$ cat src/rtl/strobe_serial_tx.sv
// strobe_serial_tx
//   Transmit side of a strobed serial link. A parallel word is accepted on
//   start, shifted out MSB-first on d (nd is its complement), and every bit
//   gets exactly one rising edge on en while d is held stable, so a plain
//   D-flip-flop chain clocked by en captures each bit once. Each bit spends
//   DIV clocks in SETUP (en low) and DIV clocks in STROBE (en high).
//
// Parameters
//   WIDTH  bits per frame (>= 2)
//   DIV    system clocks per strobe phase (>= 1)
// Ports
//   clk    system clock, rising edge
//   rst    synchronous active-high reset
//   start  frame request, sampled only in IDLE
//   din    frame word, captured when start is accepted
//   d/nd   serial data and its complement (registered)
//   en     strobe, receiver captures d on its rising edge (registered)
//   busy   high while a frame is in progress
//   done   one-cycle pulse at the end of a frame
module strobe_serial_tx #(
  parameter int WIDTH = 8,
  parameter int DIV   = 4
) (
  input  logic             clk,
  input  logic             rst,
  input  logic             start,
  input  logic [WIDTH-1:0] din,
  output logic             d,
  output logic             nd,
  output logic             en,
  output logic             busy,
  output logic             done
);

  localparam int PW = (DIV > 1) ? $clog2(DIV) : 1;
  localparam int BW = $clog2(WIDTH);
  localparam logic [PW-1:0] PH_LAST  = PW'(DIV - 1);
  localparam logic [BW-1:0] BIT_LAST = BW'(WIDTH - 1);

  typedef enum logic [1:0] {IDLE, SETUP, STROBE} state_t;

  state_t           state, state_n;
  logic [WIDTH-1:0] shreg, shreg_n;
  logic [PW-1:0]    phase, phase_n;
  logic [BW-1:0]    bitc, bitc_n;
  logic             nd_n, en_n, busy_n, done_n;

  // d is the top bit of the shift register itself, so it is a flop output
  // and only moves when the register loads or shifts. The final bit is not
  // shifted away, which leaves the LSB of the last frame on d in IDLE.
  assign d = shreg[WIDTH-1];

  always_comb begin
    state_n = state;
    shreg_n = shreg;
    phase_n = phase;
    bitc_n  = bitc;
    en_n    = en;
    busy_n  = busy;
    done_n  = 1'b0;
    case (state)
      IDLE: begin
        en_n   = 1'b0;
        busy_n = 1'b0;
        if (start) begin
          shreg_n = din;
          phase_n = '0;
          bitc_n  = '0;
          busy_n  = 1'b1;
          state_n = SETUP;
        end
      end
      SETUP: begin
        if (phase == PH_LAST) begin
          phase_n = '0;
          en_n    = 1'b1;
          state_n = STROBE;
        end else begin
          phase_n = phase + 1'b1;
        end
      end
      STROBE: begin
        if (phase == PH_LAST) begin
          phase_n = '0;
          en_n    = 1'b0;
          if (bitc == BIT_LAST) begin
            busy_n  = 1'b0;
            done_n  = 1'b1;
            state_n = IDLE;
          end else begin
            // Next bit appears on the same edge en falls, never while en is high.
            shreg_n = {shreg[WIDTH-2:0], 1'b0};
            bitc_n  = bitc + 1'b1;
            state_n = SETUP;
          end
        end else begin
          phase_n = phase + 1'b1;
        end
      end
      default: state_n = IDLE;
    endcase
    nd_n = ~shreg_n[WIDTH-1];
  end

  always_ff @(posedge clk) begin
    if (rst) begin
      state <= IDLE;
      shreg <= '0;
      phase <= '0;
      bitc  <= '0;
      nd    <= 1'b1;
      en    <= 1'b0;
      busy  <= 1'b0;
      done  <= 1'b0;
    end else begin
      state <= state_n;
      shreg <= shreg_n;
      phase <= phase_n;
      bitc  <= bitc_n;
      nd    <= nd_n;
      en    <= en_n;
      busy  <= busy_n;
      done  <= done_n;
    end
  end

endmodule

$ cat config.mk
export PLATFORM = sky130hd
export DESIGN_NAME = strobe_serial_tx
export DESIGN_NICKNAME = d
export VERILOG_FILES = /design/src/rtl/strobe_serial_tx.sv
export SDC_FILE = /design/constraint.sdc
export NUM_CORES = 1
export LEC_CHECK = 0
export ABC_AREA = 1
export BUFFER_PORTS_ARGS = -buffer_cell sky130_fd_sc_hd__buf_2
export CORE_MARGIN = 5
export CORE_UTILIZATION = 60
export CTS_BUF_LIST = sky130_fd_sc_hd__clkbuf_4
export DETAILED_ROUTE_END_ITERATION = 8
export HOLD_SLACK_MARGIN = 0.1
export PLACE_DENSITY_LB_ADDON = 0.15
export SLEW_MARGIN = 20
export SYNTH_ARGS = -nofsm -noshare
export SYNTH_HDL_FRONTEND = slang
export SYNTH_SLANG_ARGS = --single-unit
$ cat constraint.sdc
create_clock -name clk -period 2.85 [get_ports clk]
set_input_delay 0.57 -clock clk [delete_from_list [all_inputs] [get_ports clk]]
set_output_delay 0.57 -clock clk [all_outputs]
set_load 0.005 [all_outputs]
# Word level (Yosys, flattened, before mapping)
# Cells that the tools add are included.
[word_totals]
regBits = 19
input_bits = 11
output_inout_bits = 5
wordCells = 58
[op_classes]
n_addsub = 2
n_eq_ne = 9
mux = 24
bitwise_logic = 3
n_reduce_logical = 11
[op_table]
columns = ["cell", "n"]
rows = [
  ["8-bit two-way mux", 3],
  ["8-bit one-hot mux with 2 select lines", 1],
  ["2-bit two-way mux", 5],
  ["2-bit != test (second input constant)", 5],
  ["3-bit two-way mux", 3],
  ["3-bit AND reduction", 3],
  ["1-bit two-way mux", 7],
  ["2-bit one-hot mux with 3 select lines", 1],
  ["3-bit one-hot mux with 2 select lines", 1],
  ["2-bit equality test (second input constant)", 2],
  ["2-bit one-hot mux with 2 select lines", 1],
  ["4-bit AND reduction", 1],
  ["2-bit nonzero test", 2],
  ["3-bit by 1-bit adder with 3-bit output (second input constant)", 1],
  ["3-bit equality test (second input constant)", 1],
  ["1-bit NOT", 3],
  ["1-bit one-hot mux with 3 select lines", 1],
  ["3-bit nonzero test", 1],
  ["3-bit OR reduction", 1],
  ["2-bit by 1-bit adder with 2-bit output (second input constant)", 1],
  ["2-bit by 1-bit equality test with 1-bit output (second input constant)", 1],
  ["2-bit zero test", 1],
  ["1-bit one-hot mux with 2 select lines", 1],
  ["2-bit AND reduction", 1],
  ["2-bit OR reduction", 1],
]

# Logic depth before layout (Yosys ltp)
[depth]
depth_word = 5
mapped_depth = 11

# Least setup slack after synthesis
# OpenSTA, ideal clock, no wires.
[synth_timing]
path_kind = "register -> register"
startpoint = "register state[0]"
endpoint = "register shreg[1]"
t_arrival_ns = 1.243
slack_ns = 1.494
path_stages_with_launch = 11
n_path_buf = 2
period_less_slack_ns = 1.356
path_cell_list = "dfxtp_1 > inv_1 > ha_1 > buf_6 > nand2_2 > nand2_4 > nor2_4 > buf_6 > nand2_1 > nand2_1 > nor2_1"
[synth_via]
elab_chain_len = 3
word_cells_on_any_way = 8
[synth_rtl]
columns = ["element", "line_no", "text"]
rows = [
  ["start, declared", "42", "state_t state, state_n;"],
  ["start signal, assigned", "116", "state <= state_n;"],
  ["2-bit equality test / 2-bit zero test (equally long branches)", "61", "case (state)"],
  ["2-bit != test (no line) / 2-bit nonzero test (equally long branches)", "n/a", ""],
  ["4-bit AND reduction (no line)", "n/a", ""],
  ["end signal, assigned", "117", "shreg <= shreg_n;"],
  ["end, declared", "43", "logic [WIDTH-1:0] shreg, shreg_n;"],
]
# Parallel ways exist; a longest one is shown, timed or not.
# A chain may end at the register's enable or synchronous reset.

# Worst setup path in the final report
[layout_timing]
startpoint = "register state[1]"
endpoint = "register bitc[2]"
[layout_via]
elab_chain_len = 3
word_cells_on_any_way = 8
[layout_rtl]
columns = ["element", "line_no", "text"]
rows = [
  ["2-bit equality test / 2-bit zero test (equally long branches)", "61", ""],
  ["2-bit != test (no line) / 2-bit nonzero test (equally long branches)", "n/a", ""],
  ["4-bit AND reduction (no line)", "n/a", ""],
  ["end signal, assigned", "119", "bitc <= bitc_n;"],
  ["end, declared", "45", "logic [BW-1:0] bitc, bitc_n;"],
]
# Parallel ways exist; a longest one is shown, timed or not.

==> impl_metrics.py <==
metrics = {
    "clock_tree": {
        "clk_latency_ns": 0.30,
        "cts_inserted_buffers": 3,
        "cts.sinks": 19,
        "cts_root_buf": "clkbuf_4",
        "cts_hold_buf": 0,
        "ctsHtreeMaxLevel": 1,
        "post_cts_buffers": 0,
        "cts_buffer_depth": 2,
        "cts_tree": "done",
        "ctsResizeCount": 0,
        "path_clk_slew_ns": 0.11,
    },
    "status": {
        "outcome": "finished, final reports clean",
    },
    "detailed_routing": {
        "num_vias": 981,
        "ant_nets": 0,
        "wl_per_cell_um": 9.824,
        "drt_first_iter_violations": 12,
        "wirelength_um": 2004,
        "drc": 0,
        "drtPass1Iterations": 4,
        "vias_per_cell": 4.809,
    },
    "yosys": {
        "syn_avg_cell_area_um2": 6.671,
        "ys.warnings.count": 0,
        "synthesis.nets": 185,
        "ys_seq_area_frac": 0.3435,
        "syn_area_mm2": 0.001107,
        "synth_seq_cells": 19,
        "syn_inst": 166,
        "ys_types": 18,
    },
    "sta": {
        "fin_hold_ws_ns": 0.4756,
        "rsz0062_at_grt": "false",
        "worst_slack_ns": 1.145,
        "clock_skew_ns": 0.003472,
        "tightest_slew_ns": 0.4584,
        "min_period_ns": 1.705,
        "maxSlewViolCount": 0,
        "finalHoldViolCount": 0,
        "period_share": 0.5982,
        "finalSetupViolCount": 0,
        "slew_headroom": 0.6944,
        "clock.fmax_mhz": 586.5,
        "tns_ns": 0,
    },
    "global_route": {
        "gr-total-overflow": 0,
        "antenna_found_initial": 0,
        "grt_first_pass_wirelength_um": 3705,
        "track_usage": 0.1795,
        "grt_max_degree": 21,
        "grt_pass1_vias": 927,
    },
    "final_layout": {
        "n_fill_cell": 158,
        "n_antenna_cell": 0,
        "instances_no_fill": 204,
        "postLayoutCellArea_mm2": 0.001186,
        "finalNetCount": 199,
        "final_layout_size_suffix_gt1_frac": 0.1620,
        "area_growth_pct": 7.119,
    },
    "critical_path": {
        "criticalPathCategory": "flop to flop",
        "reg2reg_depth": 8,
        "worstPathMaxFanout": 20,
        "reg2reg_slack_ns": 1.15,
        "required_ns": 3.06,
        "endpoint": "bitc[2]",
        "crit_path_end_kind": "flop",
        "crit_path_start_kind": "flop",
        "reg2reg_to": "bitc[2]",
        "startpoint": "state[1]",
        "critPathArrivalTime_ns": 1.91,
        "r2r-start": "state[1]",
    },
    "placement": {
        "port_buffers": 15,
        "dpl.cell_count": 200,
        "place_area_mm2": 0.001159,
        "hpwl_um": 1565,
        "gp_congestion": 0.8288,
        "place_ws_ns": 1.139,
    },
    "power_and_ir_drop": {
        "power_density_mw_per_mm2": 948.1,
        "p_leak_uw": 0.0006141,
        "peakVddDrop_uv": 669.0,
    },
    "floorplanning": {
        "die_area_mm2": 0.002805,
        "dieWidth_um": 52.96,
        "die_h_um": 52.96,
        "core_area_mm2": 0.001745,
        "start_util": 0.6344,
        "rows": 15,
        "ios": 16,
    },
    "min_path": {
        "min_path_type": "flop to flop",
        "min_path_cells": 2,
    },
    "job": {
        "max_cap_violations": 0,
    },
}
[synth_stat cells (all sizes together)]
library cell  instances  area share
a21oi                 6       0.027
buf                   6       0.050
dfxtp                19        0.34
ha                    8       0.090
inv                  19       0.071
nand2                53        0.21
nand3                 5       0.023
nor2                 45        0.16
nor3                  1      0.0045
o21ai                 3       0.017
or2                   1      0.0057
[stage by stage]
stage,total power (uW),utilization
2_1_floorplan,941.4,-
3_3_place_gp,980.0,0.6638
3_5_place_dp,1005,0.6638
4_1_cts,1141,0.6796
5_1_grt,1264,0.6796
6_report,1125,0.6796
[flip-flops by register name, summed over array words and instances, names as in the netlist, named ones only]
register / cells
en: 1
done: 1
busy: 1
bitc: 3
phase: 2
shreg: 7
nd: 1
state: 2
[cell type report]
class | count | area [um2] | area share
Clock buffer | 3 | 22.52 | 0.01899
Clock inverter | 1 | 5.005 | 0.004219
Inverter | 19 | 78.83 | 0.06646
Multi-Input combinational cell | 122 | 593.1 | 0.5000
Sequential cell | 19 | 380.4 | 0.3207
Tap cell | 25 | 31.28 | 0.02637
Timing Repair Buffer | 15 | 75.07 | 0.06329
[metal layers]
layer,routed length (um),global-route usage
met5,0,0
met4,29,0.07660
met3,66,0.02535
met2,1028,0.3388
met1,880,0.1955
[critical path: stages, from the launching register on]
cell and delay, ns:
dfxtp_1 0.41, ha_1 0.45, inv_4 0.07, nand2_4 0.08, nand2_4 0.05, nor2_4 0.33, nand2_1 0.10, nand2_1 0.08
nor2_1 0.04
[layout by cell type, fill, tap and decap left out, types with 2 or more instances in the layout]
cell and n:
inv_1 17, ha_1 8, o21ai_0 2, nand3_1 5, dfxtp_1 19, nor2_1 44
a21oi_1 6, nand2_1 48, clkbuf_4 3, nand2_4 4, buf_2 15
[kinds of logic (layout without fill, tap and decap cells)]
logic type | after synthesis | after routing | share of synthesized area
adder cells (fa/ha/maj) | 8 | 8 | 0.09040
buffers and inverters | 25 | 38 | 0.1209
AND/OR/NAND/NOR | 105 | 105 | 0.4011
flip-flops | 19 | 19 | 0.3435
AO/OA/AOI/OAI | 9 | 9 | 0.04407
[how the worst min path moves through the flow]
| stage | from | endpoint | slack, ns |
|---|---|---|---|
| after global placement | en | en | 0.45 |
| after floorplan | phase[1] | phase[1] | 0.45 |
| after detailed placement | en | en | 0.46 |
| after CTS | en | en | 0.48 |
| after global routing | phase[1] | phase[1] | 0.50 |
| final | en | en | 0.48 |
[power breakdown]
part           internal, uW  switching, uW  leakage (uW)
registers               369           63.3      0.000156
clock network          52.3           82.8     0.0000177
logic                   209            348      0.000440
No activity file was read; power rests on OpenSTA's default activity.
